<file path="src/rtl/traffic_lamp_ctrl.sv">
// traffic_lamp_ctrl
//   Single-junction traffic lamp sequencer: RED -> GREEN -> YELLOW -> RED with
//   per-colour dwell times, a run/freeze enable, a pedestrian request that
//   shortens GREEN, and a flashing-yellow night mode. All outputs are registered.
//
//   Ports:
//     clock      - rising-edge system clock
//     reset_n    - asynchronous active-low reset
//     enable     - 1 = run, 0 = freeze counter/state (ped_req still captured)
//     flash_mode - 1 = night mode (flashing yellow)
//     ped_req    - pedestrian request, level or pulse
//     light      - one-hot lamp drive {R,G,Y}
//     phase      - current state (RED=0, GREEN=1, YELLOW=2, FLASH=3)
//     remaining  - dwell down-counter (cycles left in state, minus 1)
//     ped_ack    - one-cycle pulse when a pending request is served
//
//   state  | meaning
//   -------+-------------------------------------------------------------
//   RED    | stop; dwell RED_TIME cycles, pedestrian requests ignored
//   GREEN  | go; dwell GREEN_TIME cycles, may be cut to PED_MIN_GREEN
//   YELLOW | clearance; dwell YELLOW_TIME cycles, serves pending request
//   FLASH  | night mode; light toggles YELLOW/OFF every FLASH_HALF cycles

module traffic_lamp_ctrl #(
  parameter int CNT_W         = 8,
  parameter int RED_TIME      = 10,
  parameter int GREEN_TIME    = 8,
  parameter int YELLOW_TIME   = 3,
  parameter int PED_MIN_GREEN = 2,
  parameter int FLASH_HALF    = 4
) (
  input  logic             clock,
  input  logic             reset_n,
  input  logic             enable,
  input  logic             flash_mode,
  input  logic             ped_req,
  output logic [2:0]       light,
  output logic [1:0]       phase,
  output logic [CNT_W-1:0] remaining,
  output logic             ped_ack
);

  typedef enum logic [1:0] {
    S_RED    = 2'd0,
    S_GREEN  = 2'd1,
    S_YELLOW = 2'd2,
    S_FLASH  = 2'd3
  } state_t;

  // Dwell times are held as TIME-1 so that TIME = 2^CNT_W still fits.
  localparam logic [CNT_W-1:0] RED_LOAD    = CNT_W'(RED_TIME - 1);
  localparam logic [CNT_W-1:0] GREEN_LOAD  = CNT_W'(GREEN_TIME - 1);
  localparam logic [CNT_W-1:0] YELLOW_LOAD = CNT_W'(YELLOW_TIME - 1);
  localparam logic [CNT_W-1:0] PED_LOAD    = CNT_W'(PED_MIN_GREEN - 1);
  localparam logic [CNT_W-1:0] FLASH_LOAD  = CNT_W'(FLASH_HALF - 1);
  localparam logic [CNT_W-1:0] CNT_ONE     = CNT_W'(1);

  localparam logic [2:0] LAMP_RED    = 3'b100;
  localparam logic [2:0] LAMP_GREEN  = 3'b010;
  localparam logic [2:0] LAMP_YELLOW = 3'b001;
  localparam logic [2:0] LAMP_OFF    = 3'b000;

  state_t           state_q, state_d;
  logic [CNT_W-1:0] cnt_q, cnt_d;
  logic [2:0]       light_q, light_d;
  logic             pend_q, pend_d;
  logic             tog_q, tog_d;
  logic             ack_q, ack_d;
  logic             pend_set;
  logic             tc;

  assign pend_set = ped_req && ((state_q == S_GREEN) || (state_q == S_YELLOW));
  assign tc       = (cnt_q == '0);

  always_ff @(posedge clock or negedge reset_n) begin
    if (!reset_n) begin
      state_q <= S_RED;
      cnt_q   <= RED_LOAD;
      light_q <= LAMP_RED;
      pend_q  <= 1'b0;
      tog_q   <= 1'b0;
      ack_q   <= 1'b0;
    end else begin
      state_q <= state_d;
      cnt_q   <= cnt_d;
      light_q <= light_d;
      pend_q  <= pend_d;
      tog_q   <= tog_d;
      ack_q   <= ack_d;
    end
  end

  always_comb begin
    state_d = state_q;
    cnt_d   = cnt_q;
    light_d = light_q;
    pend_d  = pend_q;
    tog_d   = tog_q;
    ack_d   = 1'b0;

    if (flash_mode && (state_q != S_FLASH)) begin
      state_d = S_FLASH;
      cnt_d   = FLASH_LOAD;
      light_d = LAMP_YELLOW;
      pend_d  = 1'b0;
      tog_d   = 1'b0;
    end else if (!flash_mode && (state_q == S_FLASH)) begin
      // Leaving night mode restarts the cycle from a full RED.
      state_d = S_RED;
      cnt_d   = RED_LOAD;
      light_d = LAMP_RED;
      pend_d  = 1'b0;
      tog_d   = 1'b0;
    end else if (!enable) begin
      pend_d = pend_q | pend_set;
    end else begin
      case (state_q)
        S_RED: begin
          if (tc) begin
            state_d = S_GREEN;
            cnt_d   = GREEN_LOAD;
            light_d = LAMP_GREEN;
          end else begin
            cnt_d = cnt_q - CNT_ONE;
          end
        end
        S_GREEN: begin
          pend_d = pend_q | pend_set;
          // Shortening can only fire once: afterwards cnt_q <= PED_LOAD.
          if (pend_q && (cnt_q > PED_LOAD)) begin
            cnt_d = PED_LOAD;
          end else if (tc) begin
            state_d = S_YELLOW;
            cnt_d   = YELLOW_LOAD;
            light_d = LAMP_YELLOW;
          end else begin
            cnt_d = cnt_q - CNT_ONE;
          end
        end
        S_YELLOW: begin
          if (tc) begin
            state_d = S_RED;
            cnt_d   = RED_LOAD;
            light_d = LAMP_RED;
            ack_d   = pend_q;
            // A request arriving on this very edge is covered by this RED.
            pend_d  = 1'b0;
          end else begin
            cnt_d  = cnt_q - CNT_ONE;
            pend_d = pend_q | pend_set;
          end
        end
        S_FLASH: begin
          if (tc) begin
            tog_d   = ~tog_q;
            light_d = tog_q ? LAMP_YELLOW : LAMP_OFF;
            cnt_d   = FLASH_LOAD;
          end else begin
            cnt_d = cnt_q - CNT_ONE;
          end
        end
        default: begin
          state_d = S_RED;
          cnt_d   = RED_LOAD;
          light_d = LAMP_RED;
          pend_d  = 1'b0;
          tog_d   = 1'b0;
        end
      endcase
    end
  end

  assign light     = light_q;
  assign phase     = state_q;
  assign remaining = cnt_q;
  assign ped_ack   = ack_q;

endmodule
</file>
<file path="config.mk">
export PLATFORM = sky130hd
export DESIGN_NAME = traffic_lamp_ctrl
export DESIGN_NICKNAME = d
export VERILOG_FILES = /design/src/rtl/traffic_lamp_ctrl.sv
export SDC_FILE = /design/constraint.sdc
export NUM_CORES = 1
export LEC_CHECK = 0
export ABC_AREA = 1
export BUFFER_PORTS_ARGS = -buffer_cell sky130_fd_sc_hd__buf_4
export CAP_MARGIN = 20
export CORE_MARGIN = 1.5
export CORE_UTILIZATION = 56
export DETAILED_ROUTE_END_ITERATION = 16
export PLACE_DENSITY = 0.82
export SYNTH_ARGS = -nofsm -noshare
export SYNTH_HDL_FRONTEND = slang
export SYNTH_SLANG_ARGS = --single-unit
</file>
<file path="constraint.sdc">
create_clock -name clock -period 2.05 [get_ports clock]
set_input_delay 0.3075 -clock clock [delete_from_list [all_inputs] [get_ports clock]]
set_output_delay 0.3075 -clock clock [all_outputs]
set_load 0.1 [all_outputs]
</file>
==> flow_results.org, run 1 <==
** Floorplan
- The die covers 2894 um2.
- Std cell rows :: 18
- In this run the vertical extent of the chip is 53.80 um.
- For this configuration, the core starts out at a cell density of 58.87%.
- Horizontal die dimension :: 53.80 um
- Pin placement for this block handled 19 I/O pins.
- Std-Cell Core Area :: between 2000 and 2500 um2

** GRT
- Vias in the first global route :: 1201
- The number of antenna violations at the first check in global routing was 0.
- For this run, the total global-route usage over all layers was measured as 25.76%.
- Wire length of the first global-routing pass :: 5457 um
- Entering global routing, the biggest net connects 17 pins.
- Overflow left after global routing :: 0

** Worst setup path
- Worst setup path category :: reg2reg
- For the worst setup path, the data required time is ~2.3 ns.
- STA classifies the critical path endpoint as a register.
- STA puts the critical path data arrival time at 2.11 ns.
- STA classifies the critical path startpoint as a register.
- Beginning of the critical path :: phase[0]$_DFFE_PN0P_
- Cell count of the worst reg-to-reg path :: 12
- In this run the critical register-to-register path is captured at phase[1]$_DFFE_PN0P_.
- Along the worst path, the maximum fanout reaches 8.
- Reg-to-reg slack, setup :: 0.17 ns
- Launch instance of the worst register-to-register path :: phase[0]$_DFFE_PN0P_

** Routing
- Overall via count from detail_route :: 1301
- The routed design has 3257 um of wire.
- Violation count after the first detailed-routing iteration :: between 50 and 60
- Before antenna repair, the detailed router went through 4 iterations.
- After detailed routing, the number of vias per cell comes to 5.398.
- Final routed DRC violation total :: 0
- The count of nets left with antenna violations once routing finished came out at 0.
- Per-cell routed wire length :: 13.51 um

** CTS
- CTS built an H-tree with a depth of 1.
- Root Buffer :: sky130_fd_sc_hd__clkbuf_4
- Counting the buffers created by CTS gives 3.
- Counting every sink on the clock net gives 16.
- Latest clock arrival within the worst-skew pair :: approximately 0.29 ns
- Maximum count of clock buffers along a single path :: 2
- TritonCTS built the clock tree.
- Clock-pin slew was measured on the worst setup and hold paths at 0.10 ns.

** Yosys
- Flop and latch count out of synthesis :: 16
- Mean cell area of the mapped netlist :: 7.770 um2
- Synthesis produced 186 cells.
- For this run, the register share of the synthesized area comes to 27.97%.
- Cell accounting for the most synthesized area :: sky130_fd_sc_hd__dfrtp_1
- Synthesis produced a netlist with a net count of 203.
- Among all cell types in the netlist, the one instantiated most often is sky130_fd_sc_hd__nand2_1.
- Count of distinct cell types in the synthesized netlist :: 30
- Synth async-reset ratio :: 100.0%
- Synthesis warning total :: 0
- By area the synthesized netlist is led by sky130_fd_sc_hd__dfrtp_1 (23%), sky130_fd_sc_hd__ha_1 (10%), sky130_fd_sc_hd__nand2_1 (10%).
- Post-Syn Area :: around 1400 um2
- Of the post-synthesis cell area, the dominant cell type holds a little under a quarter.
- Counting instances in the post-synthesis netlist gives the leading cell types as sky130_fd_sc_hd__nand2_1 (40), sky130_fd_sc_hd__nor2_1 (23), sky130_fd_sc_hd__inv_1 (17).
- Yosys mapped a number of flops with a built-in enable equal to 0.
- Among all flip-flop cells after synthesis, the most frequent one is sky130_fd_sc_hd__dfrtp_1.

** Cells and area
- Fill count :: roughly 200
- Share of cells above drive strength 1 :: 33.65%
- Count of nets after finishing :: 229
- Synth-to-Final Area Change :: 17.58%
- The repair_antennas step left the layout with diodes totalling 0.
- Cells fill just under 70% of the core in the end.

** Placement
- Pre-CTS setup slack :: 0.1037 ns
- Summed over all nets, the half-perimeter wirelength after detailed placement is 2483 um.
- In this run the tool buffered the top-level ports with 18 buffer cells.
- At the end of routability-driven placement, the weighted congestion stood at roughly 1.

** Timing
- Total negative slack for setup checks :: 0 ns
- Measured slew at the worst slew-check pin :: 0.4366 ns
- Setup violations remaining at the end of the flow were counted as 0.
- After layout, the minimum clock period comes to around 1.9 ns.
- After layout, the worst path uses 91.75% of the clock period.
- Headroom to the max-slew limit :: 70.67%
- Clock skew on the completed layout was measured at 0.01002 ns.
- Based on the critical path, the design can be clocked at up to between 0.5 and 0.6 GHz.
- Setup repair after global routing left no endpoint under its margin.
- Final Hold Vio Count :: 0
- Setup slack closes at 0.1692 ns.
- The number of pins exceeding their max-slew limit in the final report is 0.

** Worst hold path
- In this run the worst hold path is classified as in2reg.
- Instance count along the most critical hold path :: 4
- In this run the most critical hold path is launched from enable.
- The worst hold path terminates at remaining[3]$_DFFE_PN1P_.

** Status
- The run finished with clean final reports.

** Flow run
- Max-cap violations :: 0
## sequential cells by signal, indices dropped and copies added (netlist names)
| signal | count |
|---|---|
| remaining | 8 |
| light | 3 |
| phase | 2 |
| ped_ack | 1 |
| pend_q | 1 |
| tog_q | 1 |
## placed cells by master (no fill, tap or decap), types with 2 or more instances in the layout
| master | count |
|---|---|
| sky130_fd_sc_hd__a21oi_1 | 6 |
| sky130_fd_sc_hd__buf_4 | 20 |
| sky130_fd_sc_hd__clkbuf_4 | 3 |
| sky130_fd_sc_hd__dfrtp_1 | 10 |
| sky130_fd_sc_hd__dfrtp_4 | 2 |
| sky130_fd_sc_hd__dfstp_2 | 3 |
| sky130_fd_sc_hd__ha_1 | 10 |
| sky130_fd_sc_hd__inv_1 | 17 |
| sky130_fd_sc_hd__inv_2 | 9 |
| sky130_fd_sc_hd__nand2_1 | 40 |
| sky130_fd_sc_hd__nand2_2 | 5 |
| sky130_fd_sc_hd__nand2_4 | 5 |
| sky130_fd_sc_hd__nand3_1 | 8 |
| sky130_fd_sc_hd__nand3_2 | 3 |
| sky130_fd_sc_hd__nand3_4 | 2 |
| sky130_fd_sc_hd__nand4_1 | 4 |
| sky130_fd_sc_hd__nor2_1 | 23 |
| sky130_fd_sc_hd__nor2_2 | 2 |
| sky130_fd_sc_hd__nor2_4 | 8 |
| sky130_fd_sc_hd__nor2_8 | 2 |
| sky130_fd_sc_hd__nor3_1 | 2 |
| sky130_fd_sc_hd__o21ai_0 | 11 |
## how the worst max path moves through the flow
stage | endpoint | slack, ns
2_1_floorplan | light[0]$_DFFE_PN0P_ | 0.03
3_3_place_gp | ped_ack$_DFF_PN0_ | 0.16
3_5_place_dp | ped_ack$_DFF_PN0_ | 0.10
4_1_cts | ped_ack$_DFF_PN0_ | 0.09
5_1_grt | remaining[7]$_DFFE_PN0P_ | 0.03
6_report | phase[1]$_DFFE_PN0P_ | 0.17
## layer usage
metal | share of wire, % | GRT usage, % | up-vias
met4 | 0.80 | 6.410 | 0
met3 | 4.2 | 5.000 | 4
met5 | 0 | 0 | -
met1 | 47 | 35.05 | 615
met2 | 48 | 41.67 | 31
li1 | - | - | 651
## critical path: stages, from the launching register on
cell	delay [ns]
sky130_fd_sc_hd__dfrtp_4	0.48
sky130_fd_sc_hd__ha_4	0.19
sky130_fd_sc_hd__inv_1	0.06
sky130_fd_sc_hd__ha_1	0.25
sky130_fd_sc_hd__nor2_4	0.15
sky130_fd_sc_hd__inv_2	0.07
sky130_fd_sc_hd__nor2_4	0.18
sky130_fd_sc_hd__nor2_4	0.07
sky130_fd_sc_hd__nand2_4	0.09
sky130_fd_sc_hd__inv_2	0.04
sky130_fd_sc_hd__nand2_1	0.10
sky130_fd_sc_hd__nand2_1	0.07
sky130_fd_sc_hd__nand2_1	0.06
## timing repair
item | 4_1_cts | 5_1_grt
hold endpoints to repair | 13 | 0
endpoints found under the setup margin | 0 | 8
hold buffers | 1 | 0
gates resized for setup | 0 | 2
setup buffers | 0 | 2
## through the flow
step	instance area, um2	hold WS [ns]	instances
after floorplan	1466	0.01191	186
after global placement	1639	0.1795	234
after detailed placement	1639	0.1830	234
after CTS	1675	0.2921	239
after global routing	1699	0.2984	241
final	1699	0.3006	241
## cells by family (layout without fill, tap and decap cells)
group	Yosys count	count (layout)	synth area share (%)
AND/OR/NAND/NOR	108	108	45.19
buffers and inverters	26	51	6.753
AO/OA/AOI/OAI	23	23	9.091
flip-flops	16	16	27.97
adder cells (fa/ha/maj)	12	12	10.39
XOR/XNOR	1	1	0.6062
## area by class of cell
class                   count  area, um2  area share (%)
repair buffers             21      160.2           9.426
clock buffers               4      26.28           1.546
inverters                  26      97.59           5.744
flip-flops and latches     16      412.9           24.30
multi-input cells         144      964.7           56.77
well taps                  30      37.54           2.209
Power of run 1 is not shown: default switching activity piles up to over one toggle a cycle in this logic, so the estimate is an artifact.
==> run 2, diff against run 1 <==
--- a/config.mk
+++ b/config.mk
@@ -5,13 +5,14 @@
 export SDC_FILE = /design/constraint.sdc
 export NUM_CORES = 1
 export LEC_CHECK = 0
-export ABC_AREA = 1
+export ABC_AREA = 0
 export BUFFER_PORTS_ARGS = -buffer_cell sky130_fd_sc_hd__buf_4
 export CAP_MARGIN = 20
 export CORE_MARGIN = 1.5
-export CORE_UTILIZATION = 56
+export CORE_UTILIZATION = 50
 export DETAILED_ROUTE_END_ITERATION = 16
-export PLACE_DENSITY = 0.82
+export PLACE_DENSITY = 0.78
+export RECOVER_POWER = 25
 export SYNTH_ARGS = -nofsm -noshare
 export SYNTH_HDL_FRONTEND = slang
 export SYNTH_SLANG_ARGS = --single-unit
==> constraint.sdc (replaced) <==
create_clock -name clock -period 1.66 [get_ports clock]
set_input_delay 0.249 -clock clock [delete_from_list [all_inputs] [get_ports clock]]
set_output_delay 0.249 -clock clock [all_outputs]
set_load 0.1 [all_outputs]
==> flow_results.org, run 2 <==
** Status
- Result of the run :: aborted with a tool error (was complete, no violations)
- Failed at :: global routing (5_1_grt)
- Tool error :: [ERROR DPL-0038] Utilization greater than 100%, impossible to legalize

** CTS
- Root Buffer :: sky130_fd_sc_hd__clkbuf_4 (unchanged)
- Maximum level of the CTS H-tree :: 1 (unchanged)
- The number of buffers between clock root and the deepest sink is 2 (unchanged).
- Clk sink count :: 16 (unchanged)
- TritonCTS Buffers :: 3 (unchanged)

** Placement
- The post-place setup slack is -0.4593 ns (was 0.1037 ns).
- The placed wire-length estimate came to 3013 um (was 2483 um).
- Post-Place Cell Area :: 1872 um2 (was 1639 um2)
- Number of placed instances, taps included :: 228 (was 234)
- Gpl congestion :: 0.9271 (was 0.9732)
- The count of port buffers added during placement was 18 (unchanged).

** Floorplan
- The I/O pin total was 19 (unchanged).
- Starting density of the core :: 54.26% (was 58.87%)
- Horizontal die dimension :: 52.70 um (was 53.80 um)
- The y dimension of the die is 52.70 um (was 53.80 um).
- The count of standard-cell rows came to 17 (was 18).

** Yosys
- Ranking of synthesized cells by instance count :: sky130_fd_sc_hd__dfrtp_1 (13), sky130_fd_sc_hd__ha_1 (12), sky130_fd_sc_hd__a21oi_1 (10), sky130_fd_sc_hd__nor2_1 (10), sky130_fd_sc_hd__nand2_1 (9) (was sky130_fd_sc_hd__nand2_1 (40), sky130_fd_sc_hd__nor2_1 (23), sky130_fd_sc_hd__inv_1 (17))
- The most instantiated library cell after synthesis is sky130_fd_sc_hd__dfrtp_1 (was sky130_fd_sc_hd__nand2_1).
- The share of synthesized registers carrying an async set or reset came to 100.0% (unchanged).
- Dominant register cell in the synthesized netlist :: sky130_fd_sc_hd__dfrtp_1 (unchanged)
- The number of instances in the synthesized netlist was 135 (was 186).
- Post-Syn Area :: 1235 um2 (was 1445 um2)
- Synthesized net count :: 152 (was 203)
- Dominant cells by area after synthesis :: sky130_fd_sc_hd__dfrtp_1 (26%), sky130_fd_sc_hd__ha_1 (12%), sky130_fd_sc_hd__dfstp_2 (6.4%) (was sky130_fd_sc_hd__dfrtp_1 (23%), sky130_fd_sc_hd__ha_1 (10%), sky130_fd_sc_hd__nand2_1 (10%))
- Mean cell area of the mapped netlist :: 9.148 um2 (was 7.770 um2)
- The count of warnings emitted by yosys is 0 (unchanged).
- The cell type with the largest total area after synthesis was sky130_fd_sc_hd__dfrtp_1 (unchanged).
- Flop and latch count out of synthesis :: 16 (unchanged)
- The number of distinct library cells after synthesis came to 48 (was 30).
- The count of flip-flops with a built-in enable after synthesis is 0 (unchanged).
- The sequential area share after synthesis came to 32.73% (was 27.97%).
- Area share of the largest cell type after synthesis :: 26.34% (was 22.51%)

** Timing
- Worst EP post-GRT repair :: light[1]$_DFFE_PN0P_/D
- After the last repair the worst path ends at a sequential cell input.

** GRT
- Entering global routing, the biggest net connects 17 pins.
## run 2: cell count changes after synthesis, sizes merged, moves of 5 or more
cell,before,now
inv,26,8
mux2,0,5
nand2,51,9
nand3,13,4
nor2,35,10
nor3,2,7
o21ai,12,6
## run 2: cells by family after synthesis
| logic type | share of synthesized area (%) |
|---|---|
| AOI/OAI and AO/OA | 23.30 |
| muxes | 4.863 |
| buffers and inverters | 3.748 |
| adders and majority gates | 12.16 |
| DFF | 32.73 |
| xor gates and xnor gates | 0.7093 |
| and+or+nand+nor | 22.49 |
## run 2: through the flow
step	util (%)	hold slack, ns
4_1_cts	92.85	0.2576
3_3_place_gp	82.24	0.1188
2_1_floorplan	-	-0.04659
3_5_place_dp	82.24	0.1230
## run 2: timing repair
| item | CTS |
|---|---|
| cloned | 0 |
| setup buffers | 8 |
| hold buffers | 1 |
| setup endpoints to repair | 15 |
| pin swaps | 12 |
| resized for setup | 32 |
| hold endpoints to repair | 13 |
==> run 3, diff against run 2 <==
--- a/config.mk
+++ b/config.mk
@@ -8,10 +8,10 @@
 export ABC_AREA = 0
 export BUFFER_PORTS_ARGS = -buffer_cell sky130_fd_sc_hd__buf_4
 export CAP_MARGIN = 20
-export CORE_MARGIN = 1.5
-export CORE_UTILIZATION = 50
+export CORE_AREA = 2 2 63 65
 export DETAILED_ROUTE_END_ITERATION = 16
-export PLACE_DENSITY = 0.78
+export DIE_AREA = 0 0 65 67
+export PLACE_DENSITY_LB_ADDON = 0.15
 export RECOVER_POWER = 25
 export SYNTH_ARGS = -nofsm -noshare
 export SYNTH_HDL_FRONTEND = slang
==> constraint.sdc (replaced) <==
create_clock -name clock -period 2.16 [get_ports clock]
set_input_delay 0.324 -clock clock [delete_from_list [all_inputs] [get_ports clock]]
set_output_delay 0.324 -clock clock [all_outputs]
set_load 0.1 [all_outputs]
==> flow_results.org, run 3 <==
** Status
- Result of the run: complete, no violations (was aborted with a tool error).

** Cells and area
- Multi-input combinational cell area :: just under 900 um2
- Registers take 422.9 um2.
- Count of nets after finishing :: around 190
- Inserted Diodes :: 0
- Synth-to-Final Area Change :: 41.24%
- Of the cells placed in the final design, the portion with a size suffix greater than 1 is 43.18%.
- Number of flip-flops under the largest register name :: 8
- Commonest non-fill, non-tap cell in the layout :: sky130_fd_sc_hd__buf_4
- For this run, the number of standard cells in the final layout without fillers is 224.
- The filler cells instantiated in the layout total 346.
- The library cells used most frequently in the layout, excluding fill and tap cells, are sky130_fd_sc_hd__buf_4 (39), sky130_fd_sc_hd__nor2_1 (9), sky130_fd_sc_hd__nand2_1 (9), sky130_fd_sc_hd__a21oi_1 (9).

** Yosys
- Area share of the largest cell type after synthesis :: 26.34% (unchanged)
- The number of instances in the synthesized netlist is 135 (unchanged).
- Flop and latch count out of synthesis :: 16 (unchanged)
- Dominant cells by area after synthesis: sky130_fd_sc_hd__dfrtp_1 (26%), sky130_fd_sc_hd__ha_1 (12%), sky130_fd_sc_hd__dfstp_2 (6.4%) (unchanged).
- Synthesized net count :: 152 (unchanged)
- The most instantiated library cell after synthesis is sky130_fd_sc_hd__dfrtp_1 (unchanged).
- Count of flip-flops with a built-in enable after synthesis :: 0 (unchanged)
- Synthesis warning total :: 0 (unchanged)
- The sequential area share after synthesis came to 32.73% (unchanged).
- Mean cell area of the mapped netlist :: 9.148 um2 (unchanged)
- Count of distinct cell types in the synthesized netlist :: 48 (unchanged)
- The primary flip-flop cell chosen by synthesis mapping was sky130_fd_sc_hd__dfrtp_1 (unchanged).
- Post-Syn Area :: 1235 um2 (unchanged)
- Synth async-reset ratio :: 100.0% (unchanged)
- The cell type with the largest total area after synthesis is sky130_fd_sc_hd__dfrtp_1 (unchanged).
- Ranking of synthesized cells by instance count: sky130_fd_sc_hd__dfrtp_1 (13), sky130_fd_sc_hd__ha_1 (12), sky130_fd_sc_hd__a21oi_1 (10), sky130_fd_sc_hd__nor2_1 (10), sky130_fd_sc_hd__nand2_1 (9) (unchanged).

** Timing
- Headroom to the max-slew limit :: 40.30%
- Measured slew at the worst slew-check pin :: 0.8955 ns
- Setup repair after global routing could not meet its margin everywhere.
- Max Transition Viols Final :: 0
- Post-route fraction of the period consumed by the critical path :: 99.03%
- Static timing analysis puts the maximum clock frequency at between 0.4 and 0.5 GHz.
- The tightest hold path in the finished design has a slack of 0.3622 ns.
- Total negative slack for setup checks :: 0 ns
- Setup violations remaining at the end of the flow were counted as 0.
- Min cycle time layout :: 2.139 ns
- Worst-case setup margin in the final layout :: 0.02091 ns
- Across the routed clock network, the largest skew measured is 0.004129 ns.
- Final Hold Vio Count :: 0

** Flow run
- Max-cap violations :: 0

** Placement
- The placed wire-length estimate was 2514 um (was 3013 um).
- Pre-CTS setup slack :: 0.02899 ns (was -0.4593 ns)
- The count of port buffers added during placement is 18 (unchanged).
- Number of placed instances, taps included :: 215 (was 228)
- Gpl congestion :: 0.8242 (was 0.9271)

** Worst setup path
- Startpoint type of the worst setup path :: register
- Reg-to-reg slack, setup :: 0.02 ns
- Beginning of the critical path :: phase[0]$_DFFE_PN0P_
- For the worst setup path, the data arrival time is 2.28 ns.
- The worst setup path is of the reg2reg kind.
- In this run the worst path has a maximum fanout of 4.
- Counting cells, the worst reg-to-reg path comes to 8.
- Following the worst setup path forward leads to its endpoint at light[0]$_DFFE_PN0P_.
- Crit path capture type :: register
- The worst register-to-register path ends at light[0]$_DFFE_PN0P_.
- STA puts the critical path data required time at 2.30 ns.
- Launch instance of the worst register-to-register path :: phase[0]$_DFFE_PN0P_

** Floorplan
- The horizontal die dimension was 65 um (was 52.70 um).
- The count of standard-cell rows came to 22 (was 17).
- The y dimension of the die was 67 um (was 52.70 um).
- The effective utilization at floorplan came to 34.25% (was 54.26%).
- The die covers 4355 um2.
- Top-level port count :: 19 (unchanged)
- The total area inside the core boundary comes to roughly 3600 um2.

** CTS
- Maximum level of the CTS H-tree :: 1 (unchanged)
- After clock tree synthesis, the clock-pin slew on the worst setup and hold paths is 0.07 ns.
- Maximum count of clock buffers along a single path :: 2 (unchanged)
- Root Buffer :: sky130_fd_sc_hd__clkbuf_8 (was sky130_fd_sc_hd__clkbuf_4)
- CTS tree :: done
- The clock reaches the later pin of the worst-skew pair after around 0.25 ns.
- TritonCTS Buffers :: 3 (unchanged)
- Clk sink count :: 16 (unchanged)

** Routing
- The count of nets left with antenna violations once routing finished came out at 0.
- Final routed DRC violation total :: 0
- For this run, the detailed router's first-pass iteration total came to 4.
- After detailed routing, the number of vias per cell comes to 5.357.
- In the final routed layout, each cell accounts on average for 14.96 um.
- Sum of routed wire length over all layers :: approximately 3400 um
- Overall via count from detail_route :: around 1.2k
- After the first detailed-routing iteration, the DRC count stood at between 50 and 60.

** GRT
- Across every metal layer, demand over resource in global routing totals around 17%.
- The number of global-route vias before repair was about 1.2k.
- The first global-routing pass estimated 5595 um of wire.
- After global routing the overflow that remains totals 0.
- The number of antenna violations at the first check in global routing was 0.
- Maximum number of pins on one net before global-route repair :: 17

** Worst hold path
- The path class of the tightest hold or removal check is in2reg.
- In this run the most critical hold path is launched from ped_req.
## run 3: cell counts after synthesis
No cell type changed its count.
## run 3: worst max-delay path: stages, from the launching register on
cell	delay [ns]
sky130_fd_sc_hd__dfrtp_4	0.49
sky130_fd_sc_hd__ha_4	0.19
sky130_fd_sc_hd__inv_2	0.06
sky130_fd_sc_hd__ha_4	0.13
sky130_fd_sc_hd__or2_4	0.13
sky130_fd_sc_hd__nor2_4	0.03
sky130_fd_sc_hd__a41o_1	0.26
sky130_fd_sc_hd__a311oi_4	0.39
sky130_fd_sc_hd__mux2_4	0.34
## run 3: layout make-up
cell class / count / share of cell area, %
multi-input cells: 107 / 49.86
clock buffers: 4 / 3.156
inverters: 8 / 1.722
repair buffers: 41 / 17.58
flip-flops and latches: 16 / 24.25
well taps: 48 / 3.443
## run 3: cells by family after synthesis
| family | after synthesis | synth area share (%) |
|---|---|---|
| AOI/OAI and AO/OA | 40 | 23.30 |
| xor gates and xnor gates | 1 | 0.7093 |
| adders and majority gates | 12 | 12.16 |
| buffers and inverters | 12 | 3.748 |
| DFF | 16 | 32.73 |
| muxes | 5 | 4.863 |
| and+or+nand+nor | 49 | 22.49 |
## run 3: how the worst min path moves through the flow
| stage | end | slack, ns | depth (start not counted) |
|---|---|---|---|
| CTS | pend_q$_DFFE_PN0P_ | 0.35 | 3 |
| global placement | remaining[2]$_DFFE_PN0P_ | 0.20 | 1 |
| global route | ped_ack$_DFF_PN0_ | 0.42 | 3 |
| detailed placement | remaining[4]$_DFFE_PN0P_ | 0.20 | 1 |
| floorplan | light[0]$_DFFE_PN0P_ | 0.03 | 0 |
| finish | pend_q$_DFFE_PN0P_ | 0.36 | 3 |
## run 3: per-layer routing
metal	share of wire (%)	track usage (%)
met5	0	0
met4	2.0	7.713
met3	2.8	2.027
met2	48	28.22
met1	47	21.45
## run 3: repair_timing
action | in CTS | in global routing
hold buffers | 1 | 0
setup buffers | 0 | 4
endpoints found under the setup margin | 0 | 11
endpoints found under the hold margin | 13 | 0
resized for setup | 0 | 9
## run 3: through the flow
stage / instance area, um2 / util [%]
floorplan: 1308 / -
global placement: 1615 / 44.80
detailed placement: 1615 / 44.80
CTS: 1680 / 46.60
global route: 1744 / 48.37
finish: 1744 / 48.37
Power of run 3 is left out for the same reason.
